==> config.mk <==
export PLATFORM = sky130hd
export DESIGN_NAME = keypad_scan_ctrl
export DESIGN_NICKNAME = d
export VERILOG_FILES = /design/src/rtl/keypad_scan_ctrl.sv
export SDC_FILE = /design/constraint.sdc
export NUM_CORES = 1
export LEC_CHECK = 0
export BUFFER_PORTS_ARGS = -buffer_cell sky130_fd_sc_hd__buf_2
export CORE_UTILIZATION = 30
export CTS_BUF_LIST = sky130_fd_sc_hd__clkbuf_16
export DETAILED_ROUTE_END_ITERATION = 12
export GPL_ROUTABILITY_DRIVEN = 0
export MAX_ROUTING_LAYER = met4
export PLACE_DENSITY = 0.55
export SLEW_MARGIN = 20
export SYNTH_ARGS = -nofsm -noshare
export SYNTH_HDL_FRONTEND = slang
export SYNTH_SLANG_ARGS = --single-unit
export TNS_END_PERCENT = 5
==> constraint.sdc <==
create_clock -name clk -period 6 [get_ports clk]
set_clock_uncertainty 0.05 [all_clocks]
set_input_delay 1.5 -clock clk [delete_from_list [all_inputs] [get_ports clk]]
set_output_delay 1.5 -clock clk [all_outputs]
set_load 0.01 [all_outputs]
==> src/rtl/keypad_scan_ctrl.sv <==
// keypad_scan_ctrl
//
// Matrix keypad scanner for a ROWS x COLS keypad. One column strobe is driven
// at a time for SCAN_DIV cycles. Row inputs pass through a two-flop
// synchroniser before any decision is made. A key seen on a scan tick is
// debounced for DEBOUNCE stable cycles before it is accepted. Its release is
// debounced the same way. Scanning stays parked on the pressed key's column
// while the key is held, so presses in other columns are not seen until the
// release has been accepted.
//
// Ports
//   clk        clock
//   nrst       synchronous active-low reset
//   row_i      raw row sense, active-high, asynchronous to clk
//   col_o      one-hot column strobe, active-high, registered
//   key_code   col_idx*ROWS + row_idx of the last accepted key
//   key_valid  one-cycle pulse on an accepted press
//   key_held   high from acceptance until the debounced release
//   multi_err  one-cycle pulse when a scan tick sees more than one row
module keypad_scan_ctrl #(
  parameter int ROWS     = 4,
  parameter int COLS     = 4,
  parameter int SCAN_DIV = 1000,
  parameter int DEBOUNCE = 20000,
  localparam int KW      = $clog2(ROWS*COLS)
) (
  input  logic            clk,
  input  logic            nrst,
  input  logic [ROWS-1:0] row_i,
  output logic [COLS-1:0] col_o,
  output logic [KW-1:0]   key_code,
  output logic            key_valid,
  output logic            key_held,
  output logic            multi_err
);

  localparam int RW   = $clog2(ROWS);
  localparam int CW   = $clog2(COLS);
  // +1 keeps the widths at least 1 bit when SCAN_DIV or DEBOUNCE is 1
  localparam int DIVW = $clog2(SCAN_DIV+1);
  localparam int DBW  = $clog2(DEBOUNCE+1);

  localparam logic [DIVW-1:0] DIV_MAX = DIVW'(SCAN_DIV-1);
  localparam logic [DBW-1:0]  DB_MAX  = DBW'(DEBOUNCE-1);
  localparam logic [CW-1:0]   COL_MAX = CW'(COLS-1);

  localparam logic [1:0] ST_SCAN     = 2'd0;
  localparam logic [1:0] ST_DB_PRESS = 2'd1;
  localparam logic [1:0] ST_HELD     = 2'd2;
  localparam logic [1:0] ST_DB_REL   = 2'd3;

  // ---------------------------------------------------------------------------
  // State
  // ---------------------------------------------------------------------------
  logic [ROWS-1:0] sync1_q, sync1_d;
  logic [ROWS-1:0] row_s_q, row_s_d;
  logic [1:0]      state_q, state_d;
  logic [CW-1:0]   col_idx_q, col_idx_d;
  logic [COLS-1:0] col_q, col_d;
  logic [RW-1:0]   row_idx_q, row_idx_d;
  logic [DIVW-1:0] div_q, div_d;
  logic [DBW-1:0]  db_cnt_q, db_cnt_d;
  logic [KW-1:0]   key_code_q, key_code_d;
  logic            key_valid_q, key_valid_d;
  logic            key_held_q, key_held_d;
  logic            multi_err_q, multi_err_d;

  // ---------------------------------------------------------------------------
  // Row decode helpers, all on the synchronised rows
  // ---------------------------------------------------------------------------
  logic            row_any;
  logic            row_onehot;
  logic [RW-1:0]   row_enc;
  logic [ROWS-1:0] row_sel;
  logic            row_match;   // exactly the latched row, nothing else
  logic            row_bit;     // latched row active, others don't care
  logic            tick;
  logic [CW-1:0]   col_next;
  logic [KW-1:0]   code_calc;

  always_comb begin
    row_any    = |row_s_q;
    // clearing the lowest set bit leaves zero only for a single set bit
    row_onehot = row_any && ((row_s_q & (row_s_q - ROWS'(1))) == '0);
    row_enc    = '0;
    for (int r = 0; r < ROWS; r++) begin
      if (row_s_q[r]) row_enc = RW'(r);
    end
    row_sel    = ROWS'(1) << row_idx_q;
    row_match  = (row_s_q == row_sel);
    row_bit    = |(row_s_q & row_sel);
    tick       = (div_q == DIV_MAX);
    col_next   = (col_idx_q == COL_MAX) ? '0 : col_idx_q + CW'(1);
    // KW always covers CW and RW, so the product is formed without truncation
    code_calc  = KW'(col_idx_q) * KW'(ROWS) + KW'(row_idx_q);
  end

  // ---------------------------------------------------------------------------
  // Next state
  // ---------------------------------------------------------------------------
  always_comb begin
    sync1_d     = row_i;
    row_s_d     = sync1_q;
    state_d     = state_q;
    col_idx_d   = col_idx_q;
    row_idx_d   = row_idx_q;
    // The divider only counts in SCAN; holding it at zero elsewhere makes
    // every return to SCAN start a full column period.
    div_d       = '0;
    db_cnt_d    = db_cnt_q;
    key_code_d  = key_code_q;
    key_valid_d = 1'b0;
    key_held_d  = key_held_q;
    multi_err_d = 1'b0;

    case (state_q)
      ST_SCAN: begin
        div_d = tick ? '0 : div_q + DIVW'(1);
        if (tick) begin
          if (!row_any) begin
            col_idx_d = col_next;
          end else if (row_onehot) begin
            row_idx_d = row_enc;
            db_cnt_d  = '0;
            state_d   = ST_DB_PRESS;
          end else begin
            multi_err_d = 1'b1;
            col_idx_d   = col_next;
          end
        end
      end

      ST_DB_PRESS: begin
        if (row_match) begin
          if (db_cnt_q == DB_MAX) begin
            state_d     = ST_HELD;
            key_code_d  = code_calc;
            key_valid_d = 1'b1;
            key_held_d  = 1'b1;
          end else begin
            db_cnt_d = db_cnt_q + DBW'(1);
          end
        end else begin
          // bounce or a second row joined: rescan the same column
          state_d = ST_SCAN;
        end
      end

      ST_HELD: begin
        if (!row_bit) begin
          db_cnt_d = '0;
          state_d  = ST_DB_REL;
        end
      end

      ST_DB_REL: begin
        if (row_bit) begin
          state_d = ST_HELD;
        end else if (db_cnt_q == DB_MAX) begin
          key_held_d = 1'b0;
          col_idx_d  = col_next;
          state_d    = ST_SCAN;
        end else begin
          db_cnt_d = db_cnt_q + DBW'(1);
        end
      end

      default: state_d = ST_SCAN;
    endcase

    col_d = COLS'(1) << col_idx_d;
  end

  // ---------------------------------------------------------------------------
  // Registers
  // ---------------------------------------------------------------------------
  always_ff @(posedge clk) begin
    if (!nrst) begin
      sync1_q     <= '0;
      row_s_q     <= '0;
      state_q     <= ST_SCAN;
      col_idx_q   <= '0;
      col_q       <= COLS'(1);
      row_idx_q   <= '0;
      div_q       <= '0;
      db_cnt_q    <= '0;
      key_code_q  <= '0;
      key_valid_q <= 1'b0;
      key_held_q  <= 1'b0;
      multi_err_q <= 1'b0;
    end else begin
      sync1_q     <= sync1_d;
      row_s_q     <= row_s_d;
      state_q     <= state_d;
      col_idx_q   <= col_idx_d;
      col_q       <= col_d;
      row_idx_q   <= row_idx_d;
      div_q       <= div_d;
      db_cnt_q    <= db_cnt_d;
      key_code_q  <= key_code_d;
      key_valid_q <= key_valid_d;
      key_held_q  <= key_held_d;
      multi_err_q <= multi_err_d;
    end
  end

  assign col_o     = col_q;
  assign key_code  = key_code_q;
  assign key_valid = key_valid_q;
  assign key_held  = key_held_q;
  assign multi_err = multi_err_q;

endmodule

---- Word level (Yosys, flattened, before mapping) ----
Cells that the tools add are included.
word-level totals
  register bits ........................... 50
  bits in latches ......................... 0
  bits in writable memories ............... 0
  memory bits (read-only) ................. 0
  output and inout bits ................... 11
  logic and storage cells ................. 88
  memories kept ........................... 0
cells by class
  add/subtract/negate cells ............... 5
  multipliers ............................. 0
  divide/modulo/power cells ............... 0
  order comparisons ....................... 0
  equality and inequality tests ........... 17
  shift-type cells ........................ 2
  muxes and demuxes ....................... 34
  bitwise operators ....................... 4
  reduce and logical (&&, ||, !) cells .... 14
operators by type and width
  kind                                                                 number
  15-bit 2-to-1 mux                                                    7
  15-bit one-hot mux with 4 select lines                               1
  2-bit 2-to-1 mux                                                     16
  2-bit != test (second input constant)                                8
  15-bit by 1-bit adder with 15-bit output (second input constant)     1
  15-bit == test (second input constant)                               1
  6-bit AND reduction                                                  2
  10-bit by 1-bit adder with 10-bit output (second input constant)     1
  10-bit == test (second input constant)                               1
  4-bit AND                                                            2
  2-bit one-hot mux with 4 select lines                                1
  4-bit AND reduction                                                  2
  4-bit OR reduction                                                   2
  1-bit by 2-bit left shift with 4-bit output (first input constant)   2
  1-bit 2-to-1 mux                                                     7
  2-bit == test (second input constant)                                3
  3-bit != test (second input constant)                                2
  3-bit AND reduction                                                  2
  5-bit AND reduction                                                  1
  4-bit by 2-bit adder with 4-bit output                               1
  4-bit == test                                                        1
  4-bit logical NOT                                                    1
  2-bit one-hot mux with 2 select lines                                1
  4-bit by 1-bit subtractor with 4-bit output (second input constant)  1
  other kinds (8)                                                      9

---- Longest topological paths before layout ----
Gate-level depths: netlist (run 1).
  depth in word-level cells ............... 9
  mapped depth ............................ 10
  gate-level depth less buffers ........... 7

---- Least setup slack after synthesis (run 1) ----
OpenSTA, ideal clock, no wires.
  path type ............................... register to register
  from .................................... reg row_idx_q[0]
  to ...................................... reg db_cnt_q[8]
  library setup time ...................... 116 ps
  arrival ................................. 2258 ps
  path slack .............................. 3577 ps
  stages on the path, launching flop included .. 9
  buffers on the path ..................... 1
  clock period less this slack ............ 2423 ps
  cells stage by stage .................... dfxtp_1 -> nor2b_1 -> ha_1 -> o41ai_1 -> nand2_1 -> a21o_1 -> clkbuf_1 -> o311a_1 -> a31o_1
between the ends
  cells in the longest elaborated chain, start to end .. 5
  elaborated cells on any way between the ends .. 8
RTL lines
  what                                           line  text
  start: declaration                             60    logic [RW-1:0] row_idx_q, row_idx_d;
  start signal: assignment                       197   row_idx_q <= row_idx_d;
  1-bit by 2-bit left shift with 4-bit output *  89    row_sel = ROWS'(1) << row_idx_q;
  4-bit AND                                      91    row_bit = |(row_s_q & row_sel);
  4-bit OR reduction                             91
  2-bit != test (no line)                        --
  6-bit AND reduction (no line) *                --
  end signal: assignment                         199   db_cnt_q <= db_cnt_d;
  end: declaration                               62    logic [DBW-1:0] db_cnt_q, db_cnt_d;
Every way passes the cells marked *; elsewhere a longest branch is shown, timed or not.
A chain may end at the register's enable or synchronous reset.

---- Worst setup path after layout (run 1) ----
  from .................................... reg row_idx_q[0]
  to ...................................... reg db_cnt_q[12]
The elaborated chain is that of the path after synthesis.

==> qor_table.md, run 1 <==
| Step | Metric | Value |
| --- | --- | --- |
| clocking | Root Buffer Master | sky130_fd_sc_hd__clkbuf_16 |
| power and ir drop | Proportion of power drawn by the clock network | 0.500 |
| hold path | Min-delay worst type | reg -> reg |
| power and ir drop | Share of total power in sequential cells | 0.469 |
| clocking | Post-cts resize count | 0 |
| hold path | Worst hold stages | 1 |
| sta | Final setup vio count | 0 |
| setup path | CP peak stage delay | 0.93 ns |
| sta | Final-layout setup total negative slack | 0 ns |
| setup path | Capturing element type of the critical path | flop |
| power and ir drop | Pwr dens | 252.3 nW/um^2 |
| clocking | Post-CTS setup-driven buffer insertion count | 0 |
| synth | Synth warn | 0 |
| layout | Final Net Count | 317 |
| power and ir drop | Net Switching | 142.8 uW |
| power and ir drop | Power share of the combinational group | 0.031 |
| synth | Total nets after synthesis | 306 |
| power and ir drop | Reported leakage power | 1.084 nW |
| layout | Final Util | 0.3498 |
| sta | Max-slew violation count | 0 |
| placed design | Placed Cells incl. Taps | 398 |
| detailed routing | DRC | 0 |
| setup path | Crit-path cells | nor2b_1 > ha_1 > or4_4 > a22oi_2 > nand3_2 > o21ai_1 > a21oi_1 |
| sta | Final number of hold-violating endpoints | 0 |
| sta | Unrepaired setup endpoints after global routing | false |
| synth | Synthesized instance count | 289 |
| layout | Total of fill cells in the finished design | 860 |
| synth | EDFF count, synth | 0 |
| placed design | Sum of net half-perimeters after detailed placement | 3950 um |
| synth | Share of the yosys chip area belonging to registers | 0.3943 |
| detailed routing | Routed wire length | 5694 um |
| global routing | GRT Util Overall | 0.1402 |
| synth | Async S/R FF share, synth | 0 |
| floorplanning | Vertical die dimension | 93.99 um |
| floorplanning | Boundary pin count | 17 |
| layout | Syn-to-layout area delta | 13.21% |
| floorplanning | Die ar. | 8834 um^2 |
| global routing | Global-route wire length before repair | 9494 um |
| setup path | Critical Path AT | 3.20 ns |
| clocking | Count of hold buffers inserted by post-cts repair | 0 |
| layout | Count of non-filler cells in the finished layout | 406 |
| sta | Worst-case headroom to the max-slew limit | 0.3700 |
| global routing | Antenna violations before repair | 0 |
| clocking | Max Buffers Root-to-Sink | 2 |
| layout | Multi-input gate area | 1443 um^2 |
| synth | Flip-flop and latch count after synthesis | 50 |
| global routing | Aggregate global routing overflow | 0 |
| setup path | Slowest stage cell, crit path | sky130_fd_sc_hd__o21ai_1 |
| detailed routing | Drt initial violations | 121 |
| clocking | TritonCTS clock tree | built |
| global routing | Vias in the first global route | 1,993 |
| detailed routing | Routed via count divided by cell count | 5.392 |
| floorplanning | Initial core utilization | 0.3090 |
| detailed routing | Initial DRT Pass Iterations | 4 |
| setup path | Required time of the critical path | 6.09 ns |
| clocking | H-tree depth | 2 |
| synth | Post-synthesis average cell area | 8.784 um^2 |
| floorplanning | Core Region | 8217 um^2 |
| setup path | Critical-path maximum fanout | 31 |
| setup path | Type of the setup path with the least slack | reg -> reg |
| clocking | Post-CTS clock slew at the launch and capture registers of the worst setup and hold paths | 0.07 ns |
| sta | Worst Tran Pin Value | 0.9387 ns |
| layout | Fraction of layout instances using a drive strength above 1 | 0.09967 |
| global routing | Maximum number of pins on one net before global-route repair | 32 |
| run status | Status | finished clean |
| layout | Sequential cell area | 1001 um^2 |
| clocking | Latest clock arrival within the worst-skew pair | 0.29 ns |
| detailed routing | Vias after detailed routing | 2,189 |
| setup path | CP startpoint kind | flop |
| clocking | Number of CTS-inserted buffers | 5 |
| detailed routing | Wire length per cell | 14.02 um |
| placed design | IO Port Bufs | 16 |
| setup path | R2R cell count | 7 |
| power and ir drop | Cell-internal power | 582.2 uW |
| synth | Post-synth design cell area | 2539 um^2 |
| power and ir drop | Worst-case vdd ir drop | 0.1024 mV |
| sta | Min cycle time layout | 3.107 ns |
| layout | Ant diodes | 0 |
| sta | Crit share post-route | 0.5178 |
| floorplanning | Width of the die | 93.99 um |
| clocking | Number of clock sinks | 50 |
| synth | Distinct cell type count of the synthesized netlist | 51 |
| floorplanning | Site row count | 33 |
| synth | Primary FF master, synth | sky130_fd_sc_hd__dfxtp_1 |
| sta | Highest achievable clock rate | 0.3219 GHz |
| power and ir drop | Net switching share of the total power | 0.1969 |
| flow run | Number of max-capacitance violations reported | 0 |
| detailed routing | DRT antenna net count | 0 |
[stage by stage]
| stage | hold slack, ns | setup WS [ns] | instance area [um^2] | total power [mW] |
|---|---|---|---|---|
| detailed placement | 0.3708 | 2.858 | 2685 | 0.3704 |
| global placement | 0.3672 | 2.963 | 2685 | 0.3701 |
| CTS | 0.3833 | 2.877 | 2874 | 0.7326 |
| finish | 0.3816 | 2.893 | 2874 | 0.7250 |
| global route | 0.4024 | 2.563 | 2874 | 0.7466 |
| floorplan | 0.3619 | 3.577 | 2539 | 0.3637 |
[cell usage in the layout, fill, tap and decap left out, types with 2 or more instances in the layout]
master / instances
sky130_fd_sc_hd__xnor2_1: 5
sky130_fd_sc_hd__bufinv_16: 2
sky130_fd_sc_hd__or4_4: 2
sky130_fd_sc_hd__and3_1: 7
sky130_fd_sc_hd__o21ai_1: 5
sky130_fd_sc_hd__nand3_1: 11
sky130_fd_sc_hd__and2_1: 14
sky130_fd_sc_hd__dfxtp_1: 50
sky130_fd_sc_hd__o21ai_0: 2
sky130_fd_sc_hd__a21oi_1: 21
sky130_fd_sc_hd__nor2b_1: 3
sky130_fd_sc_hd__nand2_1: 13
sky130_fd_sc_hd__nor4b_1: 3
sky130_fd_sc_hd__nor3_1: 11
sky130_fd_sc_hd__nand4b_1: 2
sky130_fd_sc_hd__mux2i_1: 4
sky130_fd_sc_hd__nor2_1: 30
sky130_fd_sc_hd__clkbuf_16: 5
sky130_fd_sc_hd__buf_2: 16
sky130_fd_sc_hd__a31o_1: 3
sky130_fd_sc_hd__xor2_1: 4
sky130_fd_sc_hd__nor4_1: 7
sky130_fd_sc_hd__o311a_1: 2
sky130_fd_sc_hd__inv_1: 8
sky130_fd_sc_hd__and4_1: 4
sky130_fd_sc_hd__a21o_1: 2
sky130_fd_sc_hd__nand4_1: 6
sky130_fd_sc_hd__or4_1: 11
sky130_fd_sc_hd__ha_1: 11
sky130_fd_sc_hd__o31ai_1: 12
sky130_fd_sc_hd__a211oi_1: 4
[synth_stat cells, types with 5 or more instances]
library cell | count | share of area
sky130_fd_sc_hd__clkbuf_1 | 6 | 0.0089
sky130_fd_sc_hd__and3_1 | 7 | 0.017
sky130_fd_sc_hd__or4_1 | 11 | 0.033
sky130_fd_sc_hd__xnor2_1 | 5 | 0.017
sky130_fd_sc_hd__and2_1 | 14 | 0.034
sky130_fd_sc_hd__o21ai_1 | 5 | 0.0099
sky130_fd_sc_hd__inv_1 | 8 | 0.012
sky130_fd_sc_hd__dfxtp_1 | 50 | 0.39
sky130_fd_sc_hd__nand2_1 | 13 | 0.019
sky130_fd_sc_hd__nor4_1 | 7 | 0.017
sky130_fd_sc_hd__nor2_1 | 30 | 0.044
sky130_fd_sc_hd__nand4_1 | 6 | 0.015
sky130_fd_sc_hd__nor3_1 | 11 | 0.022
sky130_fd_sc_hd__a21oi_1 | 21 | 0.041
sky130_fd_sc_hd__nand3_1 | 11 | 0.022
sky130_fd_sc_hd__o31ai_1 | 12 | 0.035
sky130_fd_sc_hd__ha_1 | 11 | 0.054
[routing by layer]
layer,share of wire,track usage
met5,0,-
met2,0.43,0.2214
met1,0.51,0.1782
met4,0.010,0.03846
met3,0.052,0.03398
[power by group through the flow]
stage          clock (mW)  combinational, mW  sequential, mW
6_report            0.362             0.0226           0.340
5_1_grt             0.380             0.0258           0.341
4_1_cts             0.370             0.0229           0.340
3_5_place_dp            0             0.0227           0.348
3_3_place_gp            0             0.0225           0.348
2_1_floorplan           0             0.0172           0.346
[registers in the layout (all words and copies together) (netlist names), 2 cells and up]
register   count
col_idx_q      2
col_o          4
db_cnt_q      15
div_q         10
key_code       4
row_idx_q      2
row_s_d        4
row_s_q        4
state_q        2
[kinds of logic (layout without fill, tap and decap cells)]
logic type               Yosys count  in the layout  share of synthesized area
AO/OA/AOI/OAI                     63             63                     0.1720
multiplexers                       4              4                    0.01577
AND/OR/NAND/NOR                  132            132                     0.2952
buffers and inverters             20             32                    0.03746
adder cells (fa/ha/maj)           11             11                    0.05421
XOR/XNOR                           9              9                    0.03105
flip-flops                        50             50                     0.3943
[path summary, 6_finish.rpt]
path                             startpoint                        end  slack [ns]
setup / recovery  row_idx_q[0]$_SDFFE_PN0P_  db_cnt_q[12]$_SDFFE_PN0P_        2.89
setup reg to reg  row_idx_q[0]$_SDFFE_PN0P_  db_cnt_q[12]$_SDFFE_PN0P_        2.89
hold / removal        row_s_d[0]$_SDFF_PN0_      row_s_q[0]$_SDFF_PN0_        0.38
hold reg to reg       row_s_d[0]$_SDFF_PN0_      row_s_q[0]$_SDFF_PN0_        0.38
[critical path, delay by kind of cell, from the launching register on]
family                     cells  cell delay, ns
AOI/OAI and AO/OA              3            1.17
and+or+nand+nor                3            1.16
DFF                            1            0.35
adders and majority gates      1            0.21
[final cells by class]
cell class	count	share of cell area
inverters	8	0.01045
repair buffers	16	0.02786
well taps	105	0.04571
flip-flops and latches	50	0.3483
clock buffers	5	0.04353
clock inverters	3	0.02220
multi-input cells	219	0.5020
Note: power is estimated with default switching activity, not from simulation.
==> run 2, diff against run 1 <==
clock period = 3.2 ns   (was 6 ns; I/O delays follow)
==> run 2 against run 1 <==
Against the previous run: critical path depth is 1 higher; first-iteration DRC count is 22% lower; sequential share of layout area grew 0.17 points; global-route usage fell by 0.47 points; clock-buffer cell count stayed put; routed wire length is 4.0% lower; worst setup slack worse by 2.4 ns; critical path type unchanged; largest cell class unchanged; largest power group is now sequential cells.
==> qor_table.md, run 2 (synthesis gave the netlist of run 1 again) <==
| Step | Metric | Value | Change |
| --- | --- | --- | --- |
| layout | Largest registers ranked by flip-flop count | db_cnt_q (15), div_q (10) |  |
| setup path | Critical Path AT | 2.93 ns | -0.27 ns |
| global routing | Global-route wire length before repair | 9246 um | -2.6% |
| floorplanning | Core Region | 8217 um^2 | unchanged |
| setup path | Required time of the critical path | 3.38 ns | -2.71 ns |
| global routing | Maximum number of pins on one net before global-route repair | 19 | -41% |
| setup path | Critical-path maximum fanout | 17 | -45% |
| layout | Flip-flop count of the largest register after layout | 15 | unchanged |
| detailed routing | DRT antenna net count | 0 | unchanged |
| setup path | CP startpoint kind | flop |  |
| layout | Register with the highest flop count | db_cnt_q |  |
| placed design | IO Port Bufs | 16 | unchanged |
| layout | Commonest non-fill, non-tap cells in the layout | sky130_fd_sc_hd__dfxtp_1, sky130_fd_sc_hd__nor2_1, sky130_fd_sc_hd__a21oi_1 |  |
| global routing | Antenna violations before repair | 0 | unchanged |
| flow run | Number of max-capacitance violations reported | 0 | unchanged |
| setup path | R2R cell count | 8 | +1 |
| clocking | H-tree depth | 2 | unchanged |
| detailed routing | Wire length per cell | 13.29 um | -5.2% |
| power and ir drop | Cell-internal power | 930.7 uW | +60% |
| sta | Final setup vio count | 0 | unchanged |
| detailed routing | DRC | 0 | unchanged |
| layout | Most common library cell in the layout ignoring fill and taps | sky130_fd_sc_hd__dfxtp_1 |  |
| detailed routing | Routed via count divided by cell count | 5.282 | -2.0% |
| sta | Crit share post-route | 0.8607 | +0.3429 |
| floorplanning | Die ar. | 8834 um^2 | unchanged |
| power and ir drop | Power share of the combinational group | 0.037 | +0.006 |
| clocking | TritonCTS clock tree | built |  |
| layout | Count of non-filler cells in the finished layout | 411 | +1.2% |
| floorplanning | Initial core utilization | 0.3090 | unchanged |
| power and ir drop | Pwr dens | 415.0 nW/um^2 | +64% |
| power and ir drop | Reported leakage power | 1.089 nW | +0.52% |
| global routing | Global-route track usage on met1 | 0.1765 | -0.001767 |
| setup path | Reg-to-reg critical path startpoint | row_idx_q[0]$_SDFFE_PN0P_ |  |
| detailed routing | Initial DRT Pass Iterations | 4 | unchanged |
| clocking | Post-CTS setup-driven buffer insertion count | 0 | unchanged |
| hold path | End of the worst hold path | row_s_q[1]$_SDFF_PN0_ |  |
| clocking | Number of CTS-inserted buffers | 5 | unchanged |
| clocking | Count of hold buffers inserted by post-cts repair | 0 | unchanged |
| layout | Fraction of layout instances using a drive strength above 1 | 0.1111 | +0.01144 |
| global routing | Global routing met2 resource utilization | 0.2092 | -0.01217 |
| layout | Syn-to-layout area delta | 12.67% |  |
| sta | Final-layout setup total negative slack | 0 ns | unchanged |
| sta | Max-slew violation count | 0 | unchanged |
| floorplanning | Boundary pin count | 17 | unchanged |
| setup path | Capturing element type of the critical path | flop |  |
| placed design | Placed Cells incl. Taps | 403 | +1.3% |
| detailed routing | Routed wire length | 5464 um | -4.0% |
| global routing | Vias in the first global route | 1,977 | -0.80% |
| sta | Min cycle time layout | 2.754 ns | -0.3525 ns |
| clocking | Post-cts resize count | 0 | unchanged |
| setup path | Worst R2R Setup Slack | 0.45 ns | -2.45 ns |
| power and ir drop | Net Switching | 256.2 uW | +79% |
| sta | Unrepaired setup endpoints after global routing | false |  |
| clocking | Post-CTS clock slew at the launch and capture registers of the worst setup and hold paths | 0.06 ns | about the same |
| power and ir drop | Final total power | 1.187 mW | +64% |
| setup path | Critical R2R Capture | db_cnt_q[11]$_SDFFE_PN0P_ |  |
| hold path | Hold path start | row_s_d[1]$_SDFF_PN0_ |  |
| floorplanning | Site row count | 33 | unchanged |
| sta | Worst-case headroom to the max-slew limit | 0.6180 | +0.2480 |
| global routing | Aggregate global routing overflow | 0 | unchanged |
| layout | Final Net Count | 322 | +1.6% |
| detailed routing | Drt initial violations | 94 | -22% |
| detailed routing | Vias after detailed routing | 2,171 | -0.82% |
| clocking | Latest clock arrival within the worst-skew pair | 0.29 ns | about the same |
| clocking | Root Buffer Master | sky130_fd_sc_hd__clkbuf_16 |  |
| hold path | Worst hold stages | 1 | unchanged |
| power and ir drop | Proportion of power drawn by the clock network | 0.426 | -0.074 |
| hold path | Min-delay worst type | reg -> reg |  |
| power and ir drop | Share of total power in sequential cells | 0.538 | +0.069 |
| clocking | Max Buffers Root-to-Sink | 2 | unchanged |
| global routing | Global-route layer with the greatest usage | met2 |  |
| floorplanning | Width of the die | 93.99 um | unchanged |
| placed design | Sum of net half-perimeters after detailed placement | 3974 um | +0.62% |
| setup path | Type of the setup path with the least slack | reg -> reg |  |
| power and ir drop | Net switching share of the total power | 0.2159 | +0.01893 |
| sta | Worst Tran Pin Value | 0.5678 ns | -0.3709 ns |
| layout | Ant diodes | 0 | unchanged |
| run status | Status | finished clean |  |
| floorplanning | Vertical die dimension | 93.99 um | unchanged |
| sta | Final number of hold-violating endpoints | 0 | unchanged |
| clocking | Number of clock sinks | 50 | unchanged |
| global routing | Met3 track demand over resource in global routing | 0.03641 | +0.002427 |
| power and ir drop | Worst-case vdd ir drop | 0.2050 mV | +100% |
| global routing | GRT Util Overall | 0.1355 | -0.004730 |
| sta | Highest achievable clock rate | 0.3631 GHz | +13% |
[run 2: cell count changes in the layout (fill, tap and decap cells not counted)]
cell	previous run	this run
sky130_fd_sc_hd__inv_1	8	9
sky130_fd_sc_hd__buf_4	0	5
sky130_fd_sc_hd__clkinv_2	0	1
sky130_fd_sc_hd__bufinv_16	2	0
[run 2: power groups by stage]
stage	sequential, mW	combinational (mW)	clock (mW)
after detailed placement	0.652	0.0436	0
after floorplan	0.650	0.0323	0
after CTS	0.638	0.0438	0.517
after global routing	0.640	0.0502	0.542
final	0.638	0.0436	0.505
after global placement	0.652	0.0436	0
[run 2: critical path, cell delays in order (launching register included)]
cell and delay (ns):
sky130_fd_sc_hd__dfxtp_1 0.34, sky130_fd_sc_hd__nor2b_1 0.15, sky130_fd_sc_hd__ha_1 0.22, sky130_fd_sc_hd__or4_4 0.54, sky130_fd_sc_hd__a22oi_2 0.16, sky130_fd_sc_hd__nand3_2 0.27, sky130_fd_sc_hd__buf_4 0.29, sky130_fd_sc_hd__or4_1 0.51
sky130_fd_sc_hd__a21oi_1 0.15
[run 2: worst max-delay path by stage]
stage                                     end  cells past startpoint                      start
floorplan            db_cnt_q[8]$_SDFFE_PN0P_                      8  row_idx_q[0]$_SDFFE_PN0P_
global placement     db_cnt_q[9]$_SDFFE_PN0P_                      8  row_idx_q[0]$_SDFFE_PN0P_
detailed placement  db_cnt_q[11]$_SDFFE_PN0P_                      8  row_idx_q[0]$_SDFFE_PN0P_
CTS                 db_cnt_q[13]$_SDFFE_PN0P_                      8  row_idx_q[0]$_SDFFE_PN0P_
global route        db_cnt_q[13]$_SDFFE_PN0P_                      8  row_idx_q[1]$_SDFFE_PN0P_
finish              db_cnt_q[11]$_SDFFE_PN0P_                      8  row_idx_q[0]$_SDFFE_PN0P_
[run 2: stage by stage]
step	setup slack [ns]	cell area (um^2)	util	hold slack [ns]
detailed placement	0.4544	2723	0.3314	0.3677
global placement	0.5189	2723	0.3314	0.3681
CTS	0.4455	2860	0.3481	0.3830
finish	0.4458	2860	0.3481	0.3838
global route	0.2080	2860	0.3481	0.3896
floorplan	0.7769	2539	-	0.3619
[run 2: per-layer routing]
layer  vias up  routed length, um
li1       1117                  -
met1      1010               2781
met2        36               2408
met3         8                206
met4         0                 68
met5         -                  0
[run 2: final cells by class]
type,instances,area (um^2)
flip-flops and latches,50,1001
fillers,852,5356
clock buffers,5,125.1
multi-input cells,219,1443
repair buffers,21,117.6
well taps,105,131.4
clock inverters,3,12.51
inverters,8,30.03
==> run 3, diff against run 2 <==
CORE_ASPECT_RATIO = 1.25   (was default)
CTS_CLUSTER_DIAMETER = 30   (was default)
==> run 3 against run 2 <==
Against the previous run: via count up 1.8%; non-clock buffer count up 1; global-route usage up 0.69 points; flip-flop and latch count unchanged; clock-buffer cell count unchanged; final cell count down 1.7%; total power up 15%; routed wire length up 4.8%; hold slack better by 0.0012 ns; sequential power about the same; sequential share of layout area down 0.59 points; combinational power up 6.0%.
==> qor_table.md, run 3 (synthesis gave the netlist of run 1 again) <==
| Step | Metric | Value | Change |
| --- | --- | --- | --- |
| run status | Status | finished clean |  |
| sta | Highest achievable clock rate | 0.3571 GHz | -1.6% |
| setup path | CP startpoint kind | flop |  |
| setup path | Crit-path cells | nor2b_1 > ha_1 > or4_4 > a22oi_2 > nand3_2 > or4_1 > a21oi_1 |  |
| placed design | IO Port Bufs | 16 | unchanged |
| power and ir drop | Final total power | 1.365 mW | +15% |
| clocking | H-tree depth | 2 | unchanged |
| setup path | Type of the setup path with the least slack | reg -> reg |  |
| global routing | Global-route layer with the greatest usage | met2 |  |
| layout | Syn-to-layout area delta | 14.59% |  |
| detailed routing | Routed via count divided by cell count | 5.470 | +3.6% |
| global routing | Aggregate global routing overflow | 0 | unchanged |
| clocking | Root Buffer Master | sky130_fd_sc_hd__clkbuf_16 |  |
| global routing | Global-route track usage on met1 | 0.1536 | -0.02289 |
| layout | Ant diodes | 0 | unchanged |
| floorplanning | Width of the die | 84.28 um | -10% |
| layout | Final Net Count | 323 | +0.31% |
| setup path | Capturing element type of the critical path | flop |  |
| global routing | Met3 track demand over resource in global routing | 0.02449 | -0.01192 |
| floorplanning | Die ar. | 8837 um^2 | about the same |
| setup path | Required time of the critical path | 3.37 ns | about the same |
| power and ir drop | Net Switching | 270.9 uW | +5.7% |
| detailed routing | DRT antenna net count | 0 | unchanged |
| layout | Fraction of layout instances using a drive strength above 1 | 0.1173 | +0.006153 |
| clocking | Latest clock arrival within the worst-skew pair | 0.30 ns | about the same |
| global routing | GRT Util Overall | 0.1423 | +0.006850 |
| sta | Crit share post-route | 0.8750 | +0.01435 |
| floorplanning | Site row count | 37 | +12% |
| sta | Min cycle time layout | 2.800 ns | +0.04591 ns |
| detailed routing | Vias after detailed routing | 2,210 | +1.8% |
| power and ir drop | Worst-case vdd ir drop | 0.2547 mV | +24% |
| clocking | Post-CTS clock slew at the launch and capture registers of the worst setup and hold paths | 0.07 ns | about the same |
| sta | Final number of hold-violating endpoints | 0 | unchanged |
| placed design | Sum of net half-perimeters after detailed placement | 4072 um | +2.5% |
| power and ir drop | Reported leakage power | 1.112 nW | +2.1% |
| global routing | Vias in the first global route | 2,103 | +6.4% |
| global routing | Global-route wire length before repair | 9784 um | +5.8% |
| layout | Commonest non-fill, non-tap cells in the layout | sky130_fd_sc_hd__dfxtp_1, sky130_fd_sc_hd__nor2_1, sky130_fd_sc_hd__a21oi_1 |  |
| power and ir drop | Pwr dens | 469.1 nW/um^2 | +13% |
| clocking | Number of clock sinks | 50 | unchanged |
| power and ir drop | Cell-internal power | 1.094 mW | +18% |
| setup path | Critical Path AT | 2.97 ns | +0.04 ns |
| layout | Most common library cell in the layout ignoring fill and taps | sky130_fd_sc_hd__dfxtp_1 |  |
| clocking | Number of CTS-inserted buffers | 5 | unchanged |
| setup path | Critical-path maximum fanout | 29 | +12 |
| clocking | Count of hold buffers inserted by post-cts repair | 0 | unchanged |
| setup path | CP peak stage delay | 0.65 ns | +0.11 ns |
| detailed routing | Routed wire length | 5724 um | +4.8% |
| power and ir drop | Proportion of power drawn by the clock network | 0.499 | +0.073 |
| power and ir drop | Net switching share of the total power | 0.1985 | -0.01735 |
| detailed routing | Initial DRT Pass Iterations | 4 | unchanged |
| floorplanning | Boundary pin count | 17 | unchanged |
| global routing | Maximum number of pins on one net before global-route repair | 30 | +11 |
| sta | Max-slew violation count | 0 | unchanged |
| detailed routing | Drt initial violations | 119 | +27% |
| layout | Total of fill cells in the finished design | 872 | +2.3% |
| sta | Final-layout setup total negative slack | 0 ns | unchanged |
| layout | Largest registers ranked by flip-flop count | db_cnt_q (15), div_q (10) |  |
| detailed routing | Wire length per cell | 14.17 um | +6.6% |
| clocking | TritonCTS clock tree | built |  |
| clocking | Post-cts resize count | 0 | unchanged |
| layout | Register with the highest flop count | db_cnt_q |  |
| power and ir drop | Share of total power in sequential cells | 0.467 | -0.071 |
| hold path | Min-delay worst type | reg -> reg |  |
| clocking | Max Buffers Root-to-Sink | 2 | unchanged |
| floorplanning | Core Region | 8240 um^2 | +0.29% |
| clocking | Post-CTS setup-driven buffer insertion count | 0 | unchanged |
| global routing | Antenna violations before repair | 0 | unchanged |
| floorplanning | Initial core utilization | 0.3081 | -0.0008914 |
| sta | Worst-case headroom to the max-slew limit | 0.6415 | +0.02349 |
| power and ir drop | Power share of the combinational group | 0.034 | -0.003 |
| global routing | Global routing met2 resource utilization | 0.2611 | +0.05188 |
| sta | Unrepaired setup endpoints after global routing | false |  |
| sta | Worst Tran Pin Value | 0.5329 ns | -0.03491 ns |
| sta | Final setup vio count | 0 | unchanged |
| flow run | Number of max-capacitance violations reported | 0 | unchanged |
| floorplanning | Vertical die dimension | 104.9 um | +12% |
| setup path | Slowest stage cell, crit path | sky130_fd_sc_hd__or4_1 |  |
| detailed routing | DRC | 0 | unchanged |
| layout | Flip-flop count of the largest register after layout | 15 | unchanged |
==> run 3: power groups by stage <==
stage	Sequential, mW	Combinational (mW)	Clock [mW]
after floorplan	0.650	0.0323	0
after global placement	0.651	0.0461	0
after detailed placement	0.652	0.0467	0
after CTS	0.637	0.0470	0.694
after global routing	0.638	0.0528	0.713
final	0.637	0.0462	0.681
==> run 3: final timing paths <==
check                       startpoint                   endpoint  slack [ns]  depth (start not counted)
max          row_idx_q[0]$_SDFFE_PN0P_  db_cnt_q[13]$_SDFFE_PN0P_        0.40                          7
min              row_s_d[1]$_SDFF_PN0_      row_s_q[1]$_SDFF_PN0_        0.39                          1
max reg2reg  row_idx_q[0]$_SDFFE_PN0P_  db_cnt_q[13]$_SDFFE_PN0P_        0.40                          7
min reg2reg      row_s_d[1]$_SDFF_PN0_      row_s_q[1]$_SDFF_PN0_        0.39                          1
==> run 3: worst max-delay path: cells and delay by family, from the launching register on <==
| family | cells | cell delay (ns) |
|---|---|---|
| AOI/OAI and AO/OA | 2 | 0.32 |
| adders and majority gates | 1 | 0.21 |
| DFF | 1 | 0.35 |
| and+or+nand+nor | 4 | 1.79 |
==> run 3: per-layer routing <==
layer / share of wire / routed length, um / vias up
met3: 0.028 / 162 / 7
met4: 0.014 / 81 / 0
met1: 0.42 / 2397 / 1054
li1: - / - / 1117
met2: 0.54 / 3082 / 32
met5: 0 / 0 / -
==> run 3: area by class of cell <==
class	instances	area, um^2	share of cell area
multi-input cells	219	1443	0.4959
flip-flops and latches	50	1001	0.3441
clock buffers	5	125.1	0.04301
repair buffers	22	125.1	0.04301
well taps	97	121.4	0.04172
clock inverters	3	63.81	0.02194
inverters	8	30.03	0.01032
==> run 3: through the flow <==
stage / area [um^2] / instances / util / hold WS, ns / setup WS [ns]
after floorplan: 2539 / 289 / - / 0.3619 / 0.7769
after detailed placement: 2720 / 396 / 0.3301 / 0.3715 / 0.4090
after global routing: 2909 / 404 / 0.3530 / 0.4013 / 0.2377
final: 2909 / 404 / 0.3530 / 0.3850 / 0.3998
after global placement: 2720 / 396 / 0.3301 / 0.3651 / 0.4508
after CTS: 2909 / 404 / 0.3530 / 0.3871 / 0.3879
